File: config.mk
export PLATFORM = sky130hd
export DESIGN_NAME = io_issue_unit
export DESIGN_NICKNAME = d
export VERILOG_FILES = /design/src/rtl/io_pkg.sv /design/src/rtl/io_fifo.sv /design/src/rtl/io_issue_unit.sv
export SDC_FILE = /design/constraint.sdc
export NUM_CORES = 1
export LEC_CHECK = 0
export CELL_PAD_IN_SITES_DETAIL_PLACEMENT = 0
export CELL_PAD_IN_SITES_GLOBAL_PLACEMENT = 1
export CORE_MARGIN = 1.5
export CORE_UTILIZATION = 35
export DETAILED_ROUTE_END_ITERATION = 6
export HOLD_SLACK_MARGIN = 0.12
export PLACE_DENSITY = 0.69
export SYNTH_ARGS = -nofsm -noshare
export SYNTH_HDL_FRONTEND = slang
export SYNTH_SLANG_ARGS = --single-unit
File: constraint.sdc
create_clock -name clk -period 4.1 [get_ports clk]
set_input_delay 0.82 -clock clk [delete_from_list [all_inputs] [get_ports clk]]
set_output_delay 0.82 -clock clk [all_outputs]
set_load 0.01 [all_outputs]
File: src/rtl/io_pkg.sv
// Shared types and widths for the I/O issue unit.
package io_pkg;

    typedef enum logic [1:0] {
        IDLE     = 2'd0,
        IN_WAIT  = 2'd1,
        OUT_WAIT = 2'd2
    } io_state_t;

    localparam int IO_BYTE_W = 8;
    localparam int IO_WORD_W = 32;

endpackage

File: src/rtl/io_fifo.sv
// Synchronous FIFO with an extra pointer bit for full/empty disambiguation.
// Pushes into a full FIFO and pops from an empty FIFO are ignored, so a
// simultaneous push+pop on a full FIFO only pops and on an empty FIFO only pushes.
module io_fifo
    import io_pkg::*;
#(
    parameter int WIDTH = IO_BYTE_W,
    parameter int DEPTH = 16
) (
    input  logic             clk,
    input  logic             rstn,
    input  logic             push,
    input  logic [WIDTH-1:0] wdata,
    input  logic             pop,
    output logic [WIDTH-1:0] head,
    output logic             empty,
    output logic             full
);

    localparam int AW = $clog2(DEPTH);

    logic [WIDTH-1:0] mem [DEPTH];
    logic [AW:0]      wr_ptr;
    logic [AW:0]      rd_ptr;
    logic             do_push;
    logic             do_pop;

    assign empty   = (wr_ptr == rd_ptr);
    assign full    = (wr_ptr[AW] != rd_ptr[AW]) && (wr_ptr[AW-1:0] == rd_ptr[AW-1:0]);
    assign do_push = push && !full;
    assign do_pop  = pop && !empty;
    assign head    = mem[rd_ptr[AW-1:0]];

    // Pointer update; pointers wrap naturally through the extra MSB.
    always_ff @(posedge clk or negedge rstn) begin
        if (!rstn) begin
            wr_ptr <= '0;
            rd_ptr <= '0;
        end else begin
            if (do_push) wr_ptr <= wr_ptr + {{AW{1'b0}}, 1'b1};
            if (do_pop)  rd_ptr <= rd_ptr + {{AW{1'b0}}, 1'b1};
        end
    end

    // Storage write; contents need no reset because the pointers define validity.
    always_ff @(posedge clk) begin
        if (do_push) mem[wr_ptr[AW-1:0]] <= wdata;
    end

endmodule

File: src/rtl/io_issue_unit.sv
// Execute-stage responder for in/out instructions, bridging the pipeline to a
// UART byte stream via a TX FIFO and an RX FIFO.
// Optional feature macro: IO_STALL_CNT_EN adds a saturating stall-cycle counter
// on the stall_cycles port.
module io_issue_unit
    import io_pkg::*;
#(
    parameter int TX_DEPTH = 16,
    parameter int RX_DEPTH = 16
) (
    input  logic                 clk,
    input  logic                 rstn,
    input  logic                 out_issued,
    input  logic [IO_BYTE_W-1:0] out_data,
    input  logic                 in_issued,
    input  logic                 flush,
    output logic [IO_WORD_W-1:0] in_data,
    output logic                 in_valid,
    output logic                 io_stall,
    output logic [IO_BYTE_W-1:0] tx_data,
    output logic                 tx_valid,
    input  logic                 tx_ready,
    input  logic [IO_BYTE_W-1:0] rx_data,
    input  logic                 rx_valid,
    output logic                 rx_ready
`ifdef IO_STALL_CNT_EN
    ,
    output logic [31:0]          stall_cycles
`endif
);

    io_state_t            state;
    io_state_t            state_next;
    logic                 tx_push;
    logic                 tx_empty;
    logic                 tx_full;
    logic                 rx_pop;
    logic                 rx_empty;
    logic                 rx_full;
    logic [IO_BYTE_W-1:0] rx_head;

    io_fifo #(.WIDTH(IO_BYTE_W), .DEPTH(TX_DEPTH)) u_tx_fifo (
        .clk   (clk),
        .rstn  (rstn),
        .push  (tx_push),
        .wdata (out_data),
        .pop   (tx_ready),
        .head  (tx_data),
        .empty (tx_empty),
        .full  (tx_full)
    );

    io_fifo #(.WIDTH(IO_BYTE_W), .DEPTH(RX_DEPTH)) u_rx_fifo (
        .clk   (clk),
        .rstn  (rstn),
        .push  (rx_valid),
        .wdata (rx_data),
        .pop   (rx_pop),
        .head  (rx_head),
        .empty (rx_empty),
        .full  (rx_full)
    );

    assign tx_valid = !tx_empty;
    assign rx_ready = !rx_full;
    assign in_data  = rx_empty ? '0 : {{(IO_WORD_W-IO_BYTE_W){1'b0}}, rx_head};

    // State register.
    always_ff @(posedge clk or negedge rstn) begin
        if (!rstn) state <= IDLE;
        else       state <= state_next;
    end

    // Next-state: wait states are left as soon as the blocking FIFO condition clears.
    always_comb begin
        state_next = state;
        if (flush) begin
            state_next = IDLE;
        end else begin
            case (state)
                IDLE: begin
                    if (in_issued) begin
                        if (rx_empty) state_next = IN_WAIT;
                    end else if (out_issued && tx_full) begin
                        state_next = OUT_WAIT;
                    end
                end
                IN_WAIT:  if (!rx_empty) state_next = IDLE;
                OUT_WAIT: if (!tx_full)  state_next = IDLE;
                default:  state_next = IDLE;
            endcase
        end
    end

    // Outputs: in wins over out, flush kills everything, reset releases the stall at once.
    always_comb begin
        io_stall = 1'b0;
        in_valid = 1'b0;
        rx_pop   = 1'b0;
        tx_push  = 1'b0;
        if (rstn && !flush) begin
            case (state)
                IDLE: begin
                    if (in_issued) begin
                        if (rx_empty) begin
                            io_stall = 1'b1;
                        end else begin
                            in_valid = 1'b1;
                            rx_pop   = 1'b1;
                        end
                    end else if (out_issued) begin
                        if (tx_full) io_stall = 1'b1;
                        else         tx_push  = 1'b1;
                    end
                end
                IN_WAIT: begin
                    if (rx_empty) begin
                        io_stall = 1'b1;
                    end else begin
                        in_valid = 1'b1;
                        rx_pop   = 1'b1;
                    end
                end
                OUT_WAIT: begin
                    if (tx_full) io_stall = 1'b1;
                    else         tx_push  = 1'b1;
                end
                default: begin
                    io_stall = 1'b0;
                end
            endcase
        end
    end

`ifdef IO_STALL_CNT_EN
    // Saturating count of stalled cycles, cleared only by reset.
    always_ff @(posedge clk or negedge rstn) begin
        if (!rstn) begin
            stall_cycles <= '0;
        end else if (io_stall && (stall_cycles != 32'hFFFF_FFFF)) begin
            stall_cycles <= stall_cycles + 32'd1;
        end
    end
`endif

endmodule

==> impl_metrics.tcl, run 1 <==
set metrics [dict create \
    cp.arrival_ns 3.07 \
    postLayoutCoreUtil 0.417 \
    critical_path_class "reg -> out" \
    ys_seq_area_frac 0.730 \
    cp-startpoint "u_rx_fifo.rd_ptr[0]" \
    die_y_um 183 \
    vdd_drop_max_mv 0.354 \
    postSynthAreaPerCell_sq_um 20.5 \
    cts_buffers 29 \
    die_area_sq_um 33300 \
    p_leak_nw 4.32 \
    cp-end-kind "output port" \
    firstDrtPassIters 4 \
    gp_congestion 0.757 \
    dp_hpwl_um 14100 \
    antennaDiodeCount 0 \
    slew_headroom 0.378 \
    ant_nets 0 \
    num_rows 65 \
    cts_setup_buffers 0 \
    synth.distinct_cells 32 \
    routed_wl_um 22100 \
    finalPower_w 0.00884 \
    die_width_um 183 \
    ys.warnings.count 0 \
    start_util 0.357 \
    top_layer "met4" \
    drc_errors 0 \
    core_area_sq_um 31600 \
    grt_pass1_vias 5591 \
    cts_root_buffer "clkbuf_16" \
    fill_cells 2739 \
    tightest_slew_ns 0.930 \
    ys_top_cells_by_area "edfxtp_1 68%, mux4_2 16%, dfrtp_1 4.9%" \
    cts.sinks 278 \
    nets 659 \
    power_density_nw_per_um2 671 \
    period_minus_slack_ns 3.89 \
    io_pins 67 \
    final_common_cell "edfxtp_1" \
    syn_to_final_growth_pct 16.7 \
    clk_pin_slew_worst_paths_ns 0.06 \
    cts_resized 0 \
    vias 5235 \
    endpoint "in_data[6]" \
    max_freq_mhz 257 \
    synth_cells 551 \
    synth_top_area_frac 0.681 \
    tritoncts "built" \
    wl_per_cell_um 21.1 \
    setup_viol 0 \
    clock-skew-final_ns 0.0138 \
    clk_latency_ns 0.53 \
    met1_length_um 8880 \
    grt_max_degree 36 \
    htreeDepth 1 \
    rr_endpoint "u_tx_fifo.mem[12][6]" \
    maxCapViolCount 0 \
    hold_class "reg -> reg" \
    cts_buffer_depth 3 \
    port_buffers 42 \
    grtUsageTotal 0.134 \
    syn_area_sq_um 11300 \
    initialDrtViolationCount 374 \
    dr_wl_met2_um 11700 \
    crit_path_max_fanout 18 \
    crit_required_ns 3.28 \
    drive_gt1_frac 0.250 \
    grt_pass1_wl_um 33400 \
    mostFrequentLayoutCells "256 x edfxtp_1, 80 x mux4_2, 42 x clkdlybuf4s50_1" \
    grt_overflow 0 \
    rsz0062_at_grt "no" \
    ys_ff_latch 278 \
    viasPerCell 4.99 \
    min_period_over_period 0.948 \
    finalHoldViolCount 0 \
    min_path_cells 1 \
    tns_ns 0 \
    start_kind "register" \
    r2r_cells 6 \
    hold_buffers 0 \
    rr_startpoint "u_tx_fifo.rd_ptr[3]" \
    status "completed" \
    r2r_setup_slack_ns 1.12 \
    antenna_found_initial 0 \
    maxSlewViolCount 0 \
    synth_top_area_cell "edfxtp_1" \
    met3WireLength_um 1060 \
]
[cell type report]
class	count	area (sq um)	area share
clock buffer	40	797	0.0605
clock inverter	13	149	0.0113
inverter	9	33.8	0.00256
multi-input combinational	235	2770	0.211
sequential	278	8240	0.626
tap	402	503	0.0382
timing repair buffer	73	678	0.0515
[cells in the mapped netlist (all sizes together)]
master / n
edfxtp: 256
mux4: 80
buf: 43
nor2: 27
dfrtp: 22
nand2: 18
xnor2: 15
xor2: 11
ha: 10
clkbuf: 9
inv: 9
nor3: 9
nand4: 8
nor2b: 8
nand2b: 5
nor4: 4
a22oi: 2
and2: 2
and2b: 2
mux2: 2
mux2i: 2
o21ai: 2
a211oi: 1
a21o: 1
a21oi: 1
conb: 1
o221a: 1
[worst min-delay path by stage]
stage                              from                   to  slack (ns)
floorplan           u_rx_fifo.rd_ptr[4]  u_rx_fifo.rd_ptr[4]        0.46
global placement    u_rx_fifo.wr_ptr[4]  u_rx_fifo.wr_ptr[4]        0.48
detailed placement  u_rx_fifo.wr_ptr[4]  u_rx_fifo.wr_ptr[4]        0.48
CTS                 u_rx_fifo.wr_ptr[4]  u_rx_fifo.wr_ptr[4]        0.49
global route        u_rx_fifo.wr_ptr[4]  u_rx_fifo.wr_ptr[4]        0.51
finish              u_rx_fifo.wr_ptr[4]  u_rx_fifo.wr_ptr[4]        0.49
[per-layer routing]
layer,up-vias,GRT usage
met5,-,0
met4,0,0.0344
met3,40,0.0216
met2,140,0.243
met1,2749,0.165
li1,2306,-
[cell families after synthesis]
kind of cell	share of synthesized area
other	0.000332
AOI/OAI and AO/OA	0.00499
buffers and inverters	0.0324
DFF	0.730
muxes	0.163
xor gates and xnor gates	0.0202
and+or+nand+nor	0.0381
adders and majority gates	0.0111
[flip-flops by register name, summed over array words and instances (netlist names)]
| signal | flops |
|---|---|
| u_rx_fifo.mem | 128 |
| u_tx_fifo.mem | 128 |
| u_rx_fifo.rd_ptr | 5 |
| u_rx_fifo.wr_ptr | 5 |
| u_tx_fifo.rd_ptr | 5 |
| u_tx_fifo.wr_ptr | 5 |
| state | 2 |
[worst max-delay path, cell delays in order (launching register included)]
cell and delay [ns]:
dfrtp_4 0.65, buf_4 0.25, mux4_2 0.51, mux4_2 0.50, nor2b_1 0.15, clkdlybuf4s50_1 0.48
[stage by stage]
step,hold WS [ns],cell area (sq um),worst slack [ns],cells
global route,0.514,13200,0.0538,1050
CTS,0.494,13200,0.0144,1050
floorplan,0.465,11400,1.47,574
global placement,0.484,12200,0.578,997
detailed placement,0.481,12200,0.583,997
finish,0.492,13200,0.214,1050
[power by group]
part	internal, W	leakage, nW	total [W]	switching (W)
registers	0.00336	2.58	0.00364	0.000279
logic	0.00147	1.29	0.00263	0.00116
clock network	0.00154	0.454	0.00257	0.00103
(Power assumes the default switching activity.)
==> run 2: changes to the inputs <==
REMOVE_ABC_BUFFERS = 1   (was not set)
==> run 2 against run 1 <==
Net effect: register-to-register slack improved by 0.05 ns; sequential power barely moved; clock power rose by 8.2%; die area did not move; setup slack got worse by 0.045 ns; via count rose by 1.1%; sequential share of layout area fell by 0.29 points; utilization rose by 0.18 points; routed wire length rose by 0.59%; cell count fell by 0.19%; highest routed layer unchanged.
==> impl_metrics.tcl, run 2 (synthesis gave the netlist of run 1 again) <==
set metrics [dict create \
    wl_per_cell_um 21.2 \
    clockPowerShare 0.308 \
    cts_root_buffer "clkbuf_16" \
    maxCapViolCount 0 \
    core_area_sq_um 31600 \
    fill_cells 2721 \
    crit_path_max_fanout 25 \
    max_freq_mhz 254 \
    dpl_cell_area_sq_um 12200 \
    max_stage_delay_ns 0.61 \
    clk_latency_ns 0.54 \
    antenna_found_initial 0 \
    final_common_cell "edfxtp_1" \
    clk_pin_slew_worst_paths_ns 0.06 \
    grt_overflow 0 \
    syn_to_final_growth_pct 17.2 \
    whs_ns 0.487 \
    fin_cells 1048 \
    period_minus_slack_ns 3.93 \
    cts_resized 0 \
    mostFrequentLayoutCells "256 x edfxtp_1, 80 x mux4_2, 42 x clkdlybuf4s50_1" \
    slowest_stage "dfrtp_2" \
    grt_pass1_wl_um 33700 \
    firstDrtPassIters 4 \
    slew_headroom 0.232 \
    port_buffers 42 \
    cpLargestDelayFamily "multiplexers" \
    dp_cells 995 \
    r2r_cells 6 \
    grt_pass1_vias 5650 \
    die_area_sq_um 33300 \
    met3WireLength_um 1170 \
    min_period_over_period 0.959 \
    crit_required_ns 3.28 \
    cts_buffers 29 \
    start_util 0.357 \
    tritoncts "built" \
    maxSlewViolCount 0 \
    status "completed" \
    dp_hpwl_um 13800 \
    nets 657 \
    vias 5291 \
    setup_viol 0 \
    top_layer "met4" \
    cp_cell_sequence "buf_12 -> mux4_2 -> mux4_2 -> nor2b_1 -> clkdlybuf4s50_1" \
    internal_power_w 0.00648 \
    worst-path-stages 5 \
    gp_congestion 0.768 \
    finalHoldViolCount 0 \
    start_kind "register" \
    drc_errors 0 \
    vdd_drop_max_mv 0.403 \
    clock-skew-final_ns 0.0106 \
    cp_common_cell "mux4_2" \
    design_area_sq_um 13200 \
    cp.arrival_ns 3.11 \
    cts_setup_buffers 0 \
    tightest_slew_ns 1.15 \
    grt_max_degree 36 \
    die_width_um 183 \
    grtUsageTotal 0.135 \
    comb_power_share 0.290 \
    cts_buffer_depth 3 \
    routed_wl_um 22200 \
    num_rows 65 \
    critical_path_class "reg -> out" \
    swShare 0.281 \
    htreeDepth 1 \
    cts.sinks 278 \
    power_density_nw_per_um2 681 \
    met1_length_um 9040 \
    p_leak_nw 4.34 \
    power_switching_w 0.00253 \
    crit_buf_inv 2 \
    viasPerCell 5.05 \
    dr_wl_met2_um 11500 \
    initialDrtViolationCount 530 \
    rsz0062_at_grt "no" \
    hold_class "reg -> reg" \
    drive_gt1_frac 0.259 \
    die_y_um 183 \
    seqPwrFrac 0.402 \
    ant_nets 0 \
    tns_ns 0 \
    hold_buffers 0 \
    io_pins 67 \
    antennaDiodeCount 0 \
    cp-end-kind "output port" \
    min_path_cells 1 \
]
==> run 2: worst paths after layout <==
check | start | slack [ns] | end
hold / removal | u_rx_fifo.wr_ptr[4] | 0.49 | u_rx_fifo.wr_ptr[4]
setup / recovery | u_rx_fifo.rd_ptr[0] | 0.17 | in_data[6]
min in group asynchronous | rstn | 0.70 | u_rx_fifo.wr_ptr[2]
hold reg to reg | u_rx_fifo.wr_ptr[4] | 0.49 | u_rx_fifo.wr_ptr[4]
setup reg to reg | u_rx_fifo.rd_ptr[3] | 1.17 | u_rx_fifo.mem[13][3]
max in group asynchronous | rstn | 3.15 | u_rx_fifo.rd_ptr[0]
==> run 2: area by class of cell <==
| type | instances | area (sq um) | share of cell area |
|---|---|---|---|
| multi-input combinational | 235 | 2770 | 0.210 |
| sequential | 278 | 8240 | 0.623 |
| inverter | 9 | 33.8 | 0.00255 |
| clock inverter | 23 | 292 | 0.0220 |
| clock buffer | 30 | 729 | 0.0551 |
| timing repair buffer | 71 | 663 | 0.0501 |
| tap | 402 | 503 | 0.0380 |
==> run 2: power by group through the flow <==
stage / Sequential (W) / Combinational, W / Clock [W]
finish: 0.00362 / 0.00261 / 0.00278
global route: 0.00366 / 0.00280 / 0.00293
CTS: 0.00363 / 0.00265 / 0.00282
detailed placement: 0.00369 / 0.00263 / 0
global placement: 0.00367 / 0.00259 / 0
floorplan: 0.00383 / 0.00148 / 0
==> run 2: through the flow <==
stage | total power [W] | utilization | setup WS [ns]
2_1_floorplan | 0.00531 | - | 0.517
3_3_place_gp | 0.00626 | 0.386 | 0.689
3_5_place_dp | 0.00632 | 0.386 | 0.663
4_1_cts | 0.00911 | 0.418 | 0.102
5_1_grt | 0.00940 | 0.418 | 0.0207
6_report | 0.00901 | 0.418 | 0.169
==> run 2: metal layers <==
| metal | vias up | GRT usage |
|---|---|---|
| li1 | 2305 | - |
| met1 | 2800 | 0.167 |
| met2 | 144 | 0.241 |
| met3 | 42 | 0.0255 |
| met4 | 0 | 0.0377 |
| met5 | - | 0 |
==> run 2: worst reg2reg max path, cell delays in order (launching register included) <==
cell	delay (ns)
dfrtp_1	0.75
xor2_1	0.22
nor4_1	0.09
nand2_1	0.11
and2_1	0.31
nand2_1	0.18
nor2_1	0.89
